--- config.mk ---
export PLATFORM = sky130hd
export DESIGN_NAME = lc3b_mem_arbiter_flat
export DESIGN_NICKNAME = d
export VERILOG_FILES = /design/src/rtl/lc3b_mem_arbiter_pkg.sv /design/src/rtl/lc3b_mem_arbiter_if.sv /design/src/rtl/lc3b_mem_arbiter_rr_select.sv /design/src/rtl/lc3b_mem_arbiter.sv /design/src/flat_wrapper.sv
export SDC_FILE = /design/constraint.sdc
export NUM_CORES = 1
export LEC_CHECK = 0
export CAP_MARGIN = 25
export CORE_MARGIN = 2
export CORE_UTILIZATION = 35
export CTS_CLUSTER_DIAMETER = 100
export CTS_CLUSTER_SIZE = 25
export DETAILED_ROUTE_END_ITERATION = 12
export PLACE_DENSITY = 0.92
export SLEW_MARGIN = 20
export SYNTH_ARGS = -nofsm -noshare
export SYNTH_HDL_FRONTEND = slang
export SYNTH_HIERARCHICAL = 1
export SYNTH_SLANG_ARGS = --single-unit
--- constraint.sdc ---
create_clock -name clk -period 2 [get_ports clk]
set_input_delay 0.5 -clock clk [delete_from_list [all_inputs] [get_ports clk]]
set_output_delay 0.5 -clock clk [all_outputs]
set_load 0.03 [all_outputs]
--- src/rtl/lc3b_mem_arbiter_pkg.sv ---
// lc3b_mem_arbiter_pkg
// Shared types and constants for the LC-3b memory arbiter slice.
//   lc3b_word / lc3b_mem_wmask : default bus word and write-mask types
//   ARB_*_DEFAULT              : default arbiter geometry
//   lc3b_arb_state, ARB_IDLE/ARB_BUSY : arbiter FSM encoding
//   arb_wrap()                 : (base + off) mod n, used for ring arithmetic
package lc3b_mem_arbiter_pkg;

    localparam int unsigned ARB_NUM_PORTS_DEFAULT  = 2;
    localparam int unsigned ARB_ADDR_WIDTH_DEFAULT = 16;
    localparam int unsigned ARB_DATA_WIDTH_DEFAULT = 16;

    typedef logic [ARB_ADDR_WIDTH_DEFAULT-1:0]     lc3b_word;
    typedef logic [ARB_DATA_WIDTH_DEFAULT/8-1:0]   lc3b_mem_wmask;

    typedef logic [0:0] lc3b_arb_state;
    localparam lc3b_arb_state ARB_IDLE = 1'b0;
    localparam lc3b_arb_state ARB_BUSY = 1'b1;

    function automatic int unsigned arb_wrap(input int unsigned base,
                                             input int unsigned off,
                                             input int unsigned n);
        return (base + off) % n;
    endfunction

endpackage

--- src/rtl/lc3b_mem_arbiter_if.sv ---
// lc3b_mem_arbiter_if
// Bundles the requester-side and memory-side read/write/resp handshakes.
//   req_read/req_write/req_address/req_wdata/req_byte_enable : per-port requests
//   req_resp (one-hot), req_rdata (broadcast)                : per-port completion
//   mem_read/mem_write/mem_address/mem_wdata/mem_byte_enable : downstream request
//   mem_resp, mem_rdata                                      : downstream completion
// slave  = the arbiter's view; master = the environment (requesters + memory).
interface lc3b_mem_arbiter_if
    import lc3b_mem_arbiter_pkg::*;
#(
    parameter int unsigned NUM_PORTS  = ARB_NUM_PORTS_DEFAULT,
    parameter int unsigned ADDR_WIDTH = ARB_ADDR_WIDTH_DEFAULT,
    parameter int unsigned DATA_WIDTH = ARB_DATA_WIDTH_DEFAULT
);
    localparam int unsigned MASK_WIDTH = DATA_WIDTH / 8;

    logic [NUM_PORTS-1:0]                 req_read;
    logic [NUM_PORTS-1:0]                 req_write;
    logic [NUM_PORTS-1:0][ADDR_WIDTH-1:0] req_address;
    logic [NUM_PORTS-1:0][DATA_WIDTH-1:0] req_wdata;
    logic [NUM_PORTS-1:0][MASK_WIDTH-1:0] req_byte_enable;
    logic [NUM_PORTS-1:0]                 req_resp;
    logic [DATA_WIDTH-1:0]                req_rdata;

    logic                  mem_read;
    logic                  mem_write;
    logic [ADDR_WIDTH-1:0] mem_address;
    logic [DATA_WIDTH-1:0] mem_wdata;
    logic [MASK_WIDTH-1:0] mem_byte_enable;
    logic                  mem_resp;
    logic [DATA_WIDTH-1:0] mem_rdata;

    modport slave (
        input  req_read, req_write, req_address, req_wdata, req_byte_enable,
        output req_resp, req_rdata,
        output mem_read, mem_write, mem_address, mem_wdata, mem_byte_enable,
        input  mem_resp, mem_rdata
    );

    modport master (
        output req_read, req_write, req_address, req_wdata, req_byte_enable,
        input  req_resp, req_rdata,
        input  mem_read, mem_write, mem_address, mem_wdata, mem_byte_enable,
        output mem_resp, mem_rdata
    );

endinterface

--- src/rtl/lc3b_mem_arbiter_rr_select.sv ---
// arbiter_rr_select
// Combinational round-robin picker: first pending port at or after ptr,
// wrapping from NUM_PORTS-1 back to 0.
//   pending : per-port request vector
//   ptr     : highest-priority port index this round
//   valid   : any port pending
//   index   : selected port (meaningful only when valid)
module arbiter_rr_select
    import lc3b_mem_arbiter_pkg::*;
#(
    parameter int unsigned NUM_PORTS = ARB_NUM_PORTS_DEFAULT
) (
    input  logic [NUM_PORTS-1:0]         pending,
    input  logic [$clog2(NUM_PORTS)-1:0] ptr,
    output logic                         valid,
    output logic [$clog2(NUM_PORTS)-1:0] index
);
    localparam int unsigned IDX_WIDTH = $clog2(NUM_PORTS);

    logic [NUM_PORTS-1:0] rotated;
    int unsigned          first;

    // Rotate so ptr lands at bit 0, take the lowest set bit, then rotate the
    // offset back. Modulo arithmetic keeps non-power-of-2 counts correct.
    always_comb begin
        rotated = '0;
        valid   = 1'b0;
        first   = 0;
        for (int unsigned i = 0; i < NUM_PORTS; i++) begin
            rotated[i] = pending[IDX_WIDTH'(arb_wrap(32'(ptr), i, NUM_PORTS))];
        end
        for (int unsigned i = 0; i < NUM_PORTS; i++) begin
            if (!valid && rotated[i]) begin
                valid = 1'b1;
                first = i;
            end
        end
        index = IDX_WIDTH'(arb_wrap(32'(ptr), first, NUM_PORTS));
    end

endmodule

--- src/rtl/lc3b_mem_arbiter.sv ---
// lc3b_mem_arbiter
// N-port round-robin arbiter in front of one LC-3b memory port. The winner's
// request is captured on grant and replayed to memory until mem_resp.
//   clk, reset : rising-edge clock, synchronous active-high reset
//   bus        : requester and memory handshakes (slave modport)
//   busy       : high while a transaction is outstanding
//   grant_id   : port being served, 0 when idle
module lc3b_mem_arbiter
    import lc3b_mem_arbiter_pkg::*;
#(
    parameter int unsigned NUM_PORTS  = ARB_NUM_PORTS_DEFAULT,
    parameter int unsigned ADDR_WIDTH = ARB_ADDR_WIDTH_DEFAULT,
    parameter int unsigned DATA_WIDTH = ARB_DATA_WIDTH_DEFAULT
) (
    input  logic                         clk,
    input  logic                         reset,
    lc3b_mem_arbiter_if.slave            bus,
    output logic                         busy,
    output logic [$clog2(NUM_PORTS)-1:0] grant_id
);
    localparam int unsigned MASK_WIDTH = DATA_WIDTH / 8;
    localparam int unsigned IDX_WIDTH  = $clog2(NUM_PORTS);

    lc3b_arb_state         state;
    logic [IDX_WIDTH-1:0]  ptr;
    logic [IDX_WIDTH-1:0]  cur_id;
    logic                  op_write;
    logic [ADDR_WIDTH-1:0] lat_address;
    logic [DATA_WIDTH-1:0] lat_wdata;
    logic [MASK_WIDTH-1:0] lat_byte_enable;

    logic [NUM_PORTS-1:0]  pending;
    logic                  sel_valid;
    logic [IDX_WIDTH-1:0]  sel_id;

    assign pending = bus.req_read | bus.req_write;

    arbiter_rr_select #(.NUM_PORTS(NUM_PORTS)) u_select (
        .pending (pending),
        .ptr     (ptr),
        .valid   (sel_valid),
        .index   (sel_id)
    );

    always_ff @(posedge clk) begin
        if (reset) begin
            state           <= ARB_IDLE;
            ptr             <= '0;
            cur_id          <= '0;
            op_write        <= 1'b0;
            lat_address     <= '0;
            lat_wdata       <= '0;
            lat_byte_enable <= '0;
        end else if (state == ARB_IDLE) begin
            if (sel_valid) begin
                cur_id          <= sel_id;
                // read+write on one port resolves to the write
                op_write        <= bus.req_write[sel_id];
                lat_address     <= bus.req_address[sel_id];
                lat_wdata       <= bus.req_wdata[sel_id];
                lat_byte_enable <= bus.req_byte_enable[sel_id];
                state           <= ARB_BUSY;
            end
        end else begin
            if (bus.mem_resp) begin
                ptr   <= IDX_WIDTH'(arb_wrap(32'(cur_id), 1, NUM_PORTS));
                state <= ARB_IDLE;
            end
        end
    end

    assign busy     = (state == ARB_BUSY);
    assign grant_id = busy ? cur_id : '0;

    assign bus.mem_read        = busy & ~op_write;
    assign bus.mem_write       = busy &  op_write;
    assign bus.mem_address     = lat_address;
    assign bus.mem_wdata       = lat_wdata;
    assign bus.mem_byte_enable = lat_byte_enable;

    // Completion is a same-cycle pass-through; reset suppresses it so an
    // abandoned transaction never reports back.
    always_comb begin
        bus.req_resp = '0;
        if (busy && bus.mem_resp && !reset) begin
            bus.req_resp[cur_id] = 1'b1;
        end
    end

    assign bus.req_rdata = bus.mem_rdata;

endmodule
--- src/flat_wrapper.sv ---
// flat-port wrapper written by rule: the top's interface ports become plain ports
module lc3b_mem_arbiter_flat import lc3b_mem_arbiter_pkg::*;
#(
    parameter int unsigned NUM_PORTS  = ARB_NUM_PORTS_DEFAULT,
    parameter int unsigned ADDR_WIDTH = ARB_ADDR_WIDTH_DEFAULT,
    parameter int unsigned DATA_WIDTH = ARB_DATA_WIDTH_DEFAULT
)
  (clk, reset, busy, grant_id, bus_req_read, bus_req_write, bus_req_address, bus_req_wdata, bus_req_byte_enable, bus_req_resp, bus_req_rdata, bus_mem_read, bus_mem_write, bus_mem_address, bus_mem_wdata, bus_mem_byte_enable, bus_mem_resp, bus_mem_rdata);
  lc3b_mem_arbiter_if #(.NUM_PORTS(NUM_PORTS), .ADDR_WIDTH(ADDR_WIDTH), .DATA_WIDTH(DATA_WIDTH)) bus_i ();
  input  logic clk;
  input  logic reset;
  output logic busy;
  output logic [$clog2(NUM_PORTS)-1:0] grant_id;
  input wire logic [$bits(bus_i.req_read)-1:0] bus_req_read;
  input wire logic [$bits(bus_i.req_write)-1:0] bus_req_write;
  input wire logic [$bits(bus_i.req_address)-1:0] bus_req_address;
  input wire logic [$bits(bus_i.req_wdata)-1:0] bus_req_wdata;
  input wire logic [$bits(bus_i.req_byte_enable)-1:0] bus_req_byte_enable;
  output wire logic [$bits(bus_i.req_resp)-1:0] bus_req_resp;
  output wire logic [$bits(bus_i.req_rdata)-1:0] bus_req_rdata;
  output wire logic [$bits(bus_i.mem_read)-1:0] bus_mem_read;
  output wire logic [$bits(bus_i.mem_write)-1:0] bus_mem_write;
  output wire logic [$bits(bus_i.mem_address)-1:0] bus_mem_address;
  output wire logic [$bits(bus_i.mem_wdata)-1:0] bus_mem_wdata;
  output wire logic [$bits(bus_i.mem_byte_enable)-1:0] bus_mem_byte_enable;
  input wire logic [$bits(bus_i.mem_resp)-1:0] bus_mem_resp;
  input wire logic [$bits(bus_i.mem_rdata)-1:0] bus_mem_rdata;
  assign bus_i.req_read = bus_req_read;
  assign bus_i.req_write = bus_req_write;
  assign bus_i.req_address = bus_req_address;
  assign bus_i.req_wdata = bus_req_wdata;
  assign bus_i.req_byte_enable = bus_req_byte_enable;
  assign bus_req_resp = bus_i.req_resp;
  assign bus_req_rdata = bus_i.req_rdata;
  assign bus_mem_read = bus_i.mem_read;
  assign bus_mem_write = bus_i.mem_write;
  assign bus_mem_address = bus_i.mem_address;
  assign bus_mem_wdata = bus_i.mem_wdata;
  assign bus_mem_byte_enable = bus_i.mem_byte_enable;
  assign bus_i.mem_resp = bus_mem_resp;
  assign bus_i.mem_rdata = bus_mem_rdata;
  lc3b_mem_arbiter #(.NUM_PORTS(NUM_PORTS), .ADDR_WIDTH(ADDR_WIDTH), .DATA_WIDTH(DATA_WIDTH)) u_core (.clk(clk), .reset(reset), .bus(bus_i), .busy(busy), .grant_id(grant_id));
endmodule
# --- Word level (Yosys, flattened, before mapping) ---
# Index checks and enable logic that the tools add are counted.
word_totals:
  output_inout_bits: 56
  wordCells: 50
  reg_bits: 38
classes:
  n_mux: 22
  order_cmp: 5
  n_reduce_logical: 8
  bitwise: 5
  n_addsub: 3
ops:
  columns: ["operator", "count"]
  rows:
  - ["2-to-1 mux 16 bit", 4]
  - ["2-to-1 mux 1 bit", 14]
  - ["< comparator 1 x 2 -> 1 bit (second input constant)", 4]
  - ["2-to-1 mux 2 bit", 3]
  - ["logical AND 1 bit", 4]
  - ["AND reduction 2 bit", 2]
  - ["adder 1 bit (second input constant)", 2]
  - ["bitwise AND 1 bit", 2]
  - ["zero test 1 bit", 2]
  - ["NOT 1 bit", 2]
  - ["OR 2 bit", 1]
  - ["adder 1 bit", 1]
  - ["demux 1 bit (select 1 bit)", 1]
  - ["greater-or-equal comparator 1 bit (second input constant)", 1]

# --- Longest topological paths before layout ---
# Gate-level depths: netlist of run 1.
depth:
  ltp_word: 10
  ltp_mapped: 7

# --- Cells and area by module ---
# The synthesis of run 1 kept the hierarchy.
modules_own_cells:
  columns: ["module", "area_each_um2", "cells_per_inst", "instances", "seq_area_each_um2"]
  rows:
  - ["lc3b_mem_arbiter", 2031.9, 193, 1, 760.7]
  - ["arbiter_rr_select", 18.8, 4, 1, 0.0]

# --- Least setup slack after synthesis of run 1 ---
# No wires, ideal clock.
synth_path:
  kind: "reg-to-output"
  start: "register u_core.state, in the netlist u_core/busy"
  end: "output bus_req_resp[1]"
  stages_incl_launch_ff: 3
  t_required_ps: 1500
  setup_slack_ps: 34
  arrival_time_ps: 1466
  cell_sequence: "dfxtp_1 > nand2_1 > nor3b_1"
synth_between:
  elab_chain_cells: 3
synth_rtl:
  columns: ["item", "line_no", "source"]
  rows:
  - ["start, declared", "lc3b_mem_arbiter.sv:24", "lc3b_arb_state state;"]
  - ["start signal, assigned", "lc3b_mem_arbiter.sv:47", "state <= ARB_IDLE;"]
  - ["start signal, assigned", "lc3b_mem_arbiter.sv:62", "state <= ARB_BUSY;"]
  - ["start signal, assigned", "lc3b_mem_arbiter.sv:67", "state <= ARB_IDLE;"]
  - ["logical AND 1 bit (2 in series)", "lc3b_mem_arbiter.sv:85", "if (busy && bus.mem_resp && !reset) begin"]
  - ["2-to-1 mux 2 bit", "lc3b_mem_arbiter.sv:85", null]
  - ["end, declared", "flat_wrapper.sv:19", "output wire logic [$bits(bus_i.req_resp)-1:0] bus_req_resp;"]
# Every way passes these cells.

# --- Worst setup path after layout of run 1 ---
layout_path:
  start: "input bus_mem_resp"
  end: "output bus_req_resp[1]"
layout_between:
  elab_chain_cells: 3
layout_rtl:
  columns: ["item", "line_no", "source"]
  rows:
  - ["start, declared", "flat_wrapper.sv:26", "input wire logic [$bits(bus_i.mem_resp)-1:0] bus_mem_resp;"]
  - ["logical AND 1 bit (2 in series)", "lc3b_mem_arbiter.sv:85", null]
  - ["2-to-1 mux 2 bit", "lc3b_mem_arbiter.sv:85", null]
# Every way passes these cells.

==> impl_metrics.py, run 1 <==
metrics = {
    "status": {
        "status": "finished clean",
    },
    "timing": {
        "grt_setup_unrepaired": "yes",
        "maxSlewViolCount": 0,
        "relSlewSlack_pct": 74.5,
        "tightestPinTransition_ps": 382,
        "holdWs_ps": 486,
        "skew_ps": 6.98,
        "min_period_ps": 1950,
        "min_period_over_period_pct": 97.5,
        "hold_viol_final": 0,
        "fmax_mhz": 513,
        "setup_violations": 0,
    },
    "final_layout": {
        "diodes": 0,
        "nets": 389,
        "syn_to_final_growth_pct": 58.1,
        "regArea_sq_um": 761,
        "final_util_pct": 58.2,
        "fillCellCount": 490,
        "multiInputGateArea_sq_um": 1050,
        "layout-drive-gt1-share_pct": 20.4,
    },
    "setup_path": {
        "critPathLaunchType": "input port",
        "critPathMaxFanout": 3,
        "cp.arrival_ps": 1450,
        "setup.worst_path.end_class": "output pin",
        "critPathKind": "in -> out",
        "worstPathRequired_ps": 1500,
    },
    "global_route": {
        "grt_pass1_vias": 1799,
        "grt_pass1_wl_mm": 8.20,
        "grt_max_degree": 36,
        "antenna_found_initial": 0,
        "grt_overflow": 0,
        "track_usage_pct": 16.2,
    },
    "drt": {
        "vias": 1732,
        "viasPerCell": 4.67,
        "wl_mm": 5.05,
        "ant_nets": 0,
        "drc": 0,
        "drt-initial-drc-count": 40,
        "firstDrtPassIters": 2,
        "detail_route.wl_per_cell_um": 13.6,
    },
    "die": {
        "die_w_um": 80.5,
        "core_area_sq_um": 5570,
        "io-pin-count": 147,
        "start_util_pct": 36.8,
        "dieArea_sq_um": 6490,
        "std_cell_rows": 27,
        "chipHeight_um": 80.5,
    },
    "clock_tree": {
        "worstSkewPairLatency_ps": 280,
        "numClockSinks": 38,
        "clockBufferDepth": 2,
        "cts_setup_buffers": 0,
        "cts_tree": "yes",
        "htree_levels": 2,
        "root_buffer": "clkbuf_8",
        "cts-resized-gates": 2,
        "clkTransAtPathRegs_ps": 70,
        "cts_hold_buffers": 0,
        "cts_made_buffers": 5,
    },
    "placed_design": {
        "numPortBuffers": 114,
        "gp_congestion": 0.774,
        "hpwlAfterDp_mm": 4.08,
    },
    "yosys": {
        "avgSynthCellArea_sq_um": 10.4,
        "synthCells": 197,
        "synth_nets": 288,
        "synth_cell_type_count": 19,
        "synth_warnings": 6,
        "netlist.top_cell.by_area": "dfxtp_1",
        "ys_seq_area_share_pct": 37.1,
        "synth_area_sq_um": 2050,
        "synth_top_cells_by_area": "dfxtp_1 (37%), a211oi_2 (21%), mux2i_1 (17%)",
        "yosysTopAreaCellShare_pct": 37.1,
        "ys_ff_latch": 38,
    },
    "job": {
        "maxCapViolations": 0,
    },
    "power_and_ir_drop": {
        "power.leakage_nw": 1.25,
        "irDropWorstVdd_mv": 0.362,
        "total_power_mw": 2.25,
        "powerDensity_nw_per_um2": 694,
    },
    "hold_path": {
        "min_path_type": "reg -> reg",
    },
}
metrics by stage:
step,area [sq um],TNS [ps],worst slack (ps),instances
after detailed placement,3150,-6600,-255,363
after CTS,3240,0,0.0225,371
final,3240,0,50.6,371
after global placement,3150,-5000,-187,363
after floorplan,2050,0,33.7,197
after global routing,3240,-79.7,-40.2,371
metal layers:
| metal | GRT usage, % | wire (um) | vias to the layer above |
|---|---|---|---|
| met5 | 0 | 0 | - |
| met1 | 17.1 | 1990 | 766 |
| met3 | 5.28 | 429 | 14 |
| met2 | 30.3 | 2570 | 74 |
| met4 | 4.75 | 58 | 0 |
| li1 | - | - | 878 |
synth_stat cells (all sizes together):
cell type / count
a21oi: 3
buf: 30
nor2: 36
nand2b: 2
nor2b: 2
a211oi: 35
or2: 4
clkbuf: 2
o21ai: 1
nor3: 1
dfxtp: 38
nand2: 5
and2: 2
mux2i: 35
nor3b: 1
power by group:
group / internal, mW / switching [mW] / leakage (nW)
sequential: 0.838 / 0.0427 / 0.316
clock: 0.278 / 0.257 / 0.0482
combinational: 0.419 / 0.415 / 0.883
path summary, 6_finish.rpt:
path	start	endpoint	slack [ps]	cells past startpoint
setup reg to reg	u_core/ptr$_SDFFE_PP0P_	u_core/bus.mem_address[10]$_SDFFE_PP0P_	650	5
setup / recovery	bus_mem_resp	bus_req_resp[1]	50	4
hold / removal	u_core/ptr$_SDFFE_PP0P_	u_core/ptr$_SDFFE_PP0P_	490	2
hold reg to reg	u_core/ptr$_SDFFE_PP0P_	u_core/ptr$_SDFFE_PP0P_	490	2
sequential cells by signal, indices dropped and copies added, names as in the netlist:
name	cells
u_core/cur_id	1
u_core/ptr	1
u_core/bus.mem_address	16
u_core/op_write	1
u_core/bus.mem_byte_enable	2
u_core/bus.mem_wdata	16
u_core/busy	1
layout by cell type, fill, tap and decap left out:
| master | instances |
|---|---|
| buf_6 | 1 |
| buf_4 | 11 |
| clkbuf_1 | 1 |
| nor3_1 | 1 |
| buf_12 | 2 |
| a211oi_2 | 34 |
| nor3b_1 | 1 |
| o21ai_4 | 1 |
| nor2b_1 | 1 |
| nand2_1 | 5 |
| clkinv_2 | 1 |
| and2_1 | 2 |
| or2_2 | 3 |
| or2_1 | 1 |
| clkdlybuf4s50_1 | 108 |
| mux2i_1 | 35 |
| dlygate4sd2_1 | 2 |
| a21oi_1 | 3 |
| dlymetal6s2s_1 | 1 |
| a211oi_1 | 1 |
| nor2_1 | 36 |
| dfxtp_1 | 38 |
| nand2b_1 | 2 |
| buf_2 | 1 |
| nor2b_4 | 1 |
| clkbuf_8 | 6 |
critical path, cell delays in order:
cell and delay (ps):
clkdlybuf4s50_1 460, nand2_1 100, nor3b_1 200, buf_4 190
final cells by class:
| class | count | area share [%] |
|---|---|---|
| Clock buffer | 7 | 2.66 |
| Sequential cell | 38 | 23.5 |
| Timing Repair Buffer | 126 | 38.5 |
| Multi-Input combinational cell | 127 | 32.4 |
| Tap cell | 72 | 2.78 |
| Clock inverter | 1 | 0.154 |
cells by family (layout without fill, tap and decap cells):
kind of cell | count (synthesis) | count (layout) | share of synthesized area [%]
AO/OA/AOI/OAI | 39 | 39 | 22.1
buffers and inverters | 32 | 134 | 12.6
flip-flops | 38 | 38 | 37.1
multiplexers | 35 | 35 | 17.1
AND/OR/NAND/NOR | 53 | 53 | 11.2
Power figures use the tool's default switching activity.
==> run 2: changes to the inputs <==
--- a/config.mk
+++ b/config.mk
@@ -12,8 +12,8 @@
 export CTS_CLUSTER_SIZE = 25
 export DETAILED_ROUTE_END_ITERATION = 12
 export PLACE_DENSITY = 0.92
+export SETUP_SLACK_MARGIN = 0.3
 export SLEW_MARGIN = 20
 export SYNTH_ARGS = -nofsm -noshare
 export SYNTH_HDL_FRONTEND = slang
-export SYNTH_HIERARCHICAL = 1
 export SYNTH_SLANG_ARGS = --single-unit
==> run 2 against run 1 <==
Clock power down 4.9%; power shrank 3.1%; sequential power increased by 0.9%; register-to-register slack got worse by 270 ps; utilization up 5.5 points; die area is essentially flat; worst setup slack better by 240 ps; sequential share of layout area fell by 1.9 points; critical endpoint is now u_core.bus.mem_address[8]$_SDFFE_PP0P_.
==> impl_metrics.py, run 2 <==
metrics = {
    "yosys": {
        "synth_nets": 337,
        "async_flop_share_pct": 0,
        "ys_ff_latch": 38,
        "synthMostInstantiatedCell": "dfxtp_1",
        "netlist.top_cell.by_area": "dfxtp_1",
        "synth_common_cells": "dfxtp_1 (38), a21oi_1 (37), nor3_1 (35), inv_1 (34), a2111oi_0 (27)",
        "ys_seq_area_share_pct": 37.1,
        "synth_edf_count": 0,
        "yosysTopAreaCellShare_pct": 37.1,
        "synth_area_sq_um": 2050,
        "synthFlopType": "dfxtp_1",
        "synth_top_cells_by_area": "dfxtp_1 (37%), a2111oi_0 (12%), a21oi_1 (9.0%)",
        "synth_warnings": 0,
        "avgSynthCellArea_sq_um": 8.33,
        "synth_cell_type_count": 30,
        "synthCells": 246,
    },
    "drt": {
        "vias": 2412,
        "wl_mm": 7.63,
        "drt-initial-drc-count": 126,
        "detail_route.wl_per_cell_um": 17.6,
        "firstDrtPassIters": 4,
        "viasPerCell": 5.57,
        "ant_nets": 0,
        "drc": 0,
    },
    "setup_path": {
        "critPathKind": "in -> reg",
        "reg2reg_to": "u_core.bus.mem_wdata[13]$_SDFFE_PP0P_",
        "worst_path_max_delay_cell": "or4_4",
        "r2r_slack_ps": 380,
        "cp.arrival_ps": 1880,
        "cp_cell_sequence": "dlygate4sd2_1 > or4_4 > buf_4 > buf_12 > a21oi_1 > a2111oi_2",
        "critPathMaxFanout": 12,
        "setup.worst_path.end_class": "flop",
        "r2r_cells": 4,
        "worstPathRequired_ps": 2160,
        "crit-reg2reg-launch": "u_core.busy$_SDFF_PP0_",
        "critPathMaxStageDelay_ps": 550,
        "startpoint": "bus_req_write[1]",
        "critPathLaunchType": "input port",
    },
    "power_and_ir_drop": {
        "p_sw_share_pct": 33.9,
        "pwr-share-comb_pct": 35.9,
        "power.switching_mw": 0.739,
        "irDropWorstVdd_mv": 0.472,
        "seq_power_share_pct": 40.8,
        "power.leakage_nw": 1.55,
        "powerDensity_nw_per_um2": 615,
        "total_power_mw": 2.18,
        "p_int_mw": 1.44,
        "p_clk_share_pct": 23.3,
    },
    "placed_design": {
        "hpwlAfterDp_mm": 4.74,
        "gp_congestion": 0.773,
        "dp.cells": 412,
        "numPortBuffers": 114,
        "place_area_sq_um": 3210,
    },
    "die": {
        "std_cell_rows": 27,
        "dieArea_sq_um": 6480,
        "start_util_pct": 36.8,
        "core_area_sq_um": 5570,
        "die_w_um": 80.5,
        "chipHeight_um": 80.5,
        "io-pin-count": 147,
    },
    "timing": {
        "min_period_ps": 1710,
        "fmax_mhz": 584,
        "maxSlewViolCount": 0,
        "grt_setup_unrepaired": "yes",
        "tightestPinTransition_ps": 505,
        "setup_violations": 0,
        "relSlewSlack_pct": 66.3,
        "hold_viol_final": 0,
        "min_period_over_period_pct": 85.7,
        "fin_tns_setup_ps": 0,
        "skew_ps": 7.46,
    },
    "clock_tree": {
        "cts_hold_buffers": 0,
        "htree_levels": 2,
        "worstSkewPairLatency_ps": 290,
        "root_buffer": "clkbuf_8",
        "numClockSinks": 38,
        "clkTransAtPathRegs_ps": 80,
        "cts_tree": "yes",
        "clockBufferDepth": 2,
        "cts_made_buffers": 5,
    },
    "hold_path": {
        "min_path_cells": 3,
        "whs_endpoint": "u_core.ptr$_SDFFE_PP0P_",
        "min_path_type": "in -> reg",
        "hold_start": "reset",
    },
    "final_layout": {
        "syn_to_final_growth_pct": 73.1,
        "final_util_pct": 63.7,
        "nets": 451,
        "final_cell_mix": "clkdlybuf4s50_1 (68), dlygate4sd2_1 (39), dfxtp_1 (36)",
        "layout-drive-gt1-share_pct": 19.9,
        "finalInstanceArea_sq_um": 3550,
        "layout.cells.non_filler": 433,
        "layout_commonest_cell": "clkdlybuf4s50_1",
        "fillCellCount": 478,
        "diodes": 0,
    },
    "global_route": {
        "grt_overflow": 0,
        "grt_pass1_wl_mm": 11.7,
        "track_usage_pct": 23.7,
        "grt_max_degree": 40,
        "grt_pass1_vias": 2423,
        "antenna_found_initial": 0,
    },
    "job": {
        "maxCapViolations": 0,
    },
    "status": {
        "status": "finished clean",
    },
}
## run 2: cell count changes in the layout (fill, tap and decap cells not counted), sizes merged, moves of 3 or more
cell           previous run  this run
a2111oi                   0        34
a211oi                   35         0
a21oi                     3        37
buf                      15        29
clkdlybuf4s50           108        68
dlygate4sd2               2        39
inv                       0        35
mux2i                    35         0
nand2                     5         2
nor2                     36         3
nor3                      1        35
o221a                     0         4
o41ai                     0         7
## run 2: logic make-up after synthesis
family	count (synthesis)	synth area share [%]
buf+inv	73	18.4
simple gates	49	12.5
compound gates	86	31.9
flops	38	37.1
## run 2: per-layer routing
metal  GRT usage (%)  up-vias  part of all wire (%)
li1                -     1132                     -
met1            26.0     1138                    39
met2            44.9      128                    51
met3            5.06       14                   7.5
met5               0        -                     0
met4            7.12        0                   1.7
## run 2: layout make-up
type,count,area [sq um],area share (%)
Inverter,36,135,3.81
Timing Repair Buffer,141,1390,39.0
Tap cell,72,90.1,2.54
Sequential cell,38,766,21.6
Clock inverter,2,10.0,0.282
Multi-Input combinational cell,138,1090,30.7
Clock buffer,6,72.6,2.05
## run 2: repair_timing
action                                  CTS  global route
pin swaps                                 7             3
resized for setup                        88            12
endpoints found under the setup margin   75            28
setup buffers                             7             0
gates cloned                              6             0
## run 2: worst max-delay path by stage
stage	end	slack (ps)
2_1_floorplan	bus_req_resp[1]	330
3_3_place_gp	u_core.bus.mem_wdata[13]$_SDFFE_PP0P_	-90
3_5_place_dp	u_core.bus.mem_wdata[14]$_SDFFE_PP0P_	-240
4_1_cts	grant_id	260
5_1_grt	u_core.bus.mem_address[8]$_SDFFE_PP0P_	260
6_report	u_core.bus.mem_address[8]$_SDFFE_PP0P_	290
## run 2: worst max-delay path: cells and delay by family
kind / cells / cell delay, ps
simple gates: 1 / 550
buf+inv: 3 / 550
compound gates: 2 / 260
## run 2: stage by stage
stage               hold WS, ps  worst slack [ps]
floorplan                   540               328
detailed placement          519              -241
global placement            507             -90.8
CTS                         522               258
finish                      513               287
global route                518               260
## run 2: power groups by stage
stage	logic (mW)	registers (mW)	clock network (mW)
2_1_floorplan	0.294	1.04	0
3_3_place_gp	0.735	0.900	0
3_5_place_dp	0.752	0.903	0
4_1_cts	0.776	0.885	0.516
5_1_grt	0.835	0.897	0.548
6_report	0.783	0.889	0.509
==> run 3: changes to the inputs <==
--- a/config.mk
+++ b/config.mk
@@ -7,11 +7,11 @@
 export LEC_CHECK = 0
 export CAP_MARGIN = 25
 export CORE_MARGIN = 2
-export CORE_UTILIZATION = 35
+export CORE_UTILIZATION = 31
 export CTS_CLUSTER_DIAMETER = 100
 export CTS_CLUSTER_SIZE = 25
 export DETAILED_ROUTE_END_ITERATION = 12
-export PLACE_DENSITY = 0.92
+export PLACE_DENSITY = 0.87
 export SETUP_SLACK_MARGIN = 0.3
 export SLEW_MARGIN = 20
 export SYNTH_ARGS = -nofsm -noshare
==> constraint.sdc (replaced) <==
create_clock -name clk -period 1.5 [get_ports clk]
set_input_delay 0.375 -clock clk [delete_from_list [all_inputs] [get_ports clk]]
set_output_delay 0.375 -clock clk [all_outputs]
set_load 0.03 [all_outputs]
==> run 3 against run 2 <==
The run now ends with negative setup slack left; clock power increased by 69%; sequential cell count unchanged; critical path type is now reg -> out; worst setup slack got worse by 350 ps; via count increased by 6.8%; sequential share of layout area decreased by 4.9 points; routed wire length increased by 28%; die area increased by 12%.
==> impl_metrics.py, run 3 (synthesized netlist as in run 2, its figures left out) <==
metrics = {
    "power_and_ir_drop": {
        "total_power_mw": 3.81,
        "power.leakage_nw": 1.90,
        "irDropWorstVdd_mv": 0.463,
        "powerDensity_nw_per_um2": 762,
    },
    "die": {
        "die_w_um": 85.3,
        "start_util_pct": 32.1,
        "io-pin-count": 147,
        "chipHeight_um": 85.3,
        "std_cell_rows": 29,
        "dieArea_sq_um": 7280,
        "core_area_sq_um": 6390,
    },
    "global_route": {
        "track_usage_pct": 25.1,
        "antenna_found_initial": 0,
        "grt_pass1_wl_mm": 14.4,
        "grt_overflow": 0,
        "grt_max_degree": 23,
        "grt_pass1_vias": 2808,
    },
    "final_layout": {
        "layout.cells.non_filler": 467,
        "layout_commonest_cell": "clkdlybuf4s50_1",
        "finalInstanceArea_sq_um": 5000,
        "syn_to_final_growth_pct": 144,
        "final_cell_mix": "clkdlybuf4s50_1 (68), buf_6 (47), inv_1 (34)",
        "diodes": 0,
        "layout-drive-gt1-share_pct": 59.5,
        "nets": 480,
        "fillCellCount": 386,
    },
    "setup_path": {
        "critPathMaxFanout": 6,
        "critPathKind": "reg -> out",
        "worstPathRequired_ps": 1120,
        "setup.worst_path.end_class": "output pin",
        "cp.arrival_ps": 1190,
        "critPathLaunchType": "flop",
    },
    "job": {
        "maxCapViolations": 0,
    },
    "timing": {
        "skew_ps": 6.42,
        "fin_ws_ps": -61.7,
        "setup_violations": 5,
        "hold_viol_final": 0,
        "relSlewSlack_pct": 60.3,
        "grt_setup_unrepaired": "yes",
        "tightestPinTransition_ps": 595,
        "maxSlewViolCount": 0,
        "fmax_mhz": 640,
        "min_period_ps": 1560,
        "min_period_over_period_pct": 104,
        "fin_tns_setup_ps": -105,
    },
    "drt": {
        "vias": 2575,
        "wl_mm": 9.81,
        "firstDrtPassIters": 4,
        "detail_route.wl_per_cell_um": 21.0,
        "drc": 0,
        "ant_nets": 0,
        "viasPerCell": 5.51,
        "drt-initial-drc-count": 93,
    },
    "clock_tree": {
        "clkTransAtPathRegs_ps": 80,
        "clockBufferDepth": 2,
        "root_buffer": "clkbuf_8",
        "cts_hold_buffers": 0,
        "cts_tree": "yes",
        "numClockSinks": 38,
        "htree_levels": 2,
        "worstSkewPairLatency_ps": 280,
        "cts_made_buffers": 5,
    },
    "placed_design": {
        "numPortBuffers": 114,
        "hpwlAfterDp_mm": 4.56,
        "place_area_sq_um": 3310,
        "dp.cells": 418,
        "gp_congestion": 0.772,
    },
    "status": {
        "status": "finished, violations left",
        "violations": "negative setup slack",
    },
    "hold_path": {
        "min_path_type": "reg -> reg",
    },
}
==> run 3: changes by cell type in the layout (fill, tap and decap cells not counted), moves of 7 or more <==
cell	previous run	this run
buf_6	6	47
dlygate4sd2_1	39	2
dfxtp_1	36	1
a21oi_4	1	33
a21oi_1	30	2
dfxtp_2	1	26
a2111oi_4	0	22
a2111oi_0	17	1
buf_4	17	32
a2111oi_1	10	0
dfxtp_4	1	11
buf_12	3	10
buf_16	2	9
==> run 3: per-layer routing <==
layer | part of all wire (%) | track usage [%]
met5 | 0 | 0
met4 | 0.62 | 7.79
met3 | 5.0 | 3.40
met2 | 54 | 46.7
met1 | 40 | 29.6
==> run 3: critical path, stage by stage (launching register included) <==
cell and delay (ps):
dfxtp_4 440, nand2_8 80, nor3b_4 220, buf_6 160
==> run 3: repair_timing <==
| item | in CTS | in global routing |
|---|---|---|
| endpoints found under the setup margin | 78 | 73 |
| pin swaps | 63 | 9 |
| cloned | 10 | 0 |
| buffers inserted | 14 | 17 |
| resized for setup | 415 | 66 |
| hold endpoints to repair | 0 | 0 |
==> run 3: power breakdown <==
group | switching (mW) | internal, mW
Sequential | 0.144 | 1.13
Clock | 0.371 | 0.490
Combinational | 0.799 | 0.872
Total | 1.31 | 2.49
==> run 3: worst paths after layout <==
kind                                   startpoint                                     to  slack (ps)  cells after the start
min reg2reg  u_core.bus.mem_wdata[3]$_SDFFE_PP0P_   u_core.bus.mem_wdata[3]$_SDFFE_PP0P_         520                      2
max reg2reg                u_core.busy$_SDFF_PP0_  u_core.bus.mem_wdata[10]$_SDFFE_PP0P_          80                      5
max                        u_core.busy$_SDFF_PP0_                        bus_req_resp[1]         -60                      3
min          u_core.bus.mem_wdata[3]$_SDFFE_PP0P_   u_core.bus.mem_wdata[3]$_SDFFE_PP0P_         520                      2
==> run 3: stage by stage <==
stage | hold slack [ps] | util, % | setup slack [ps]
floorplan | 458 | - | -6.42
global placement | 495 | 51.8 | -450
detailed placement | 513 | 51.8 | -573
CTS | 522 | 71.6 | -41.7
global route | 541 | 78.3 | -95.6
finish | 522 | 78.3 | -61.7
==> run 3: cell type report <==
type,instances,area (sq um),share of cell area [%]
inverters,36,140,2.80
multi-input cells,137,1870,37.4
flip-flops and latches,38,835,16.7
well taps,77,96.3,1.93
clock buffers,5,68.8,1.38
repair buffers,171,1950,39.0
clock inverters,3,40.0,0.801
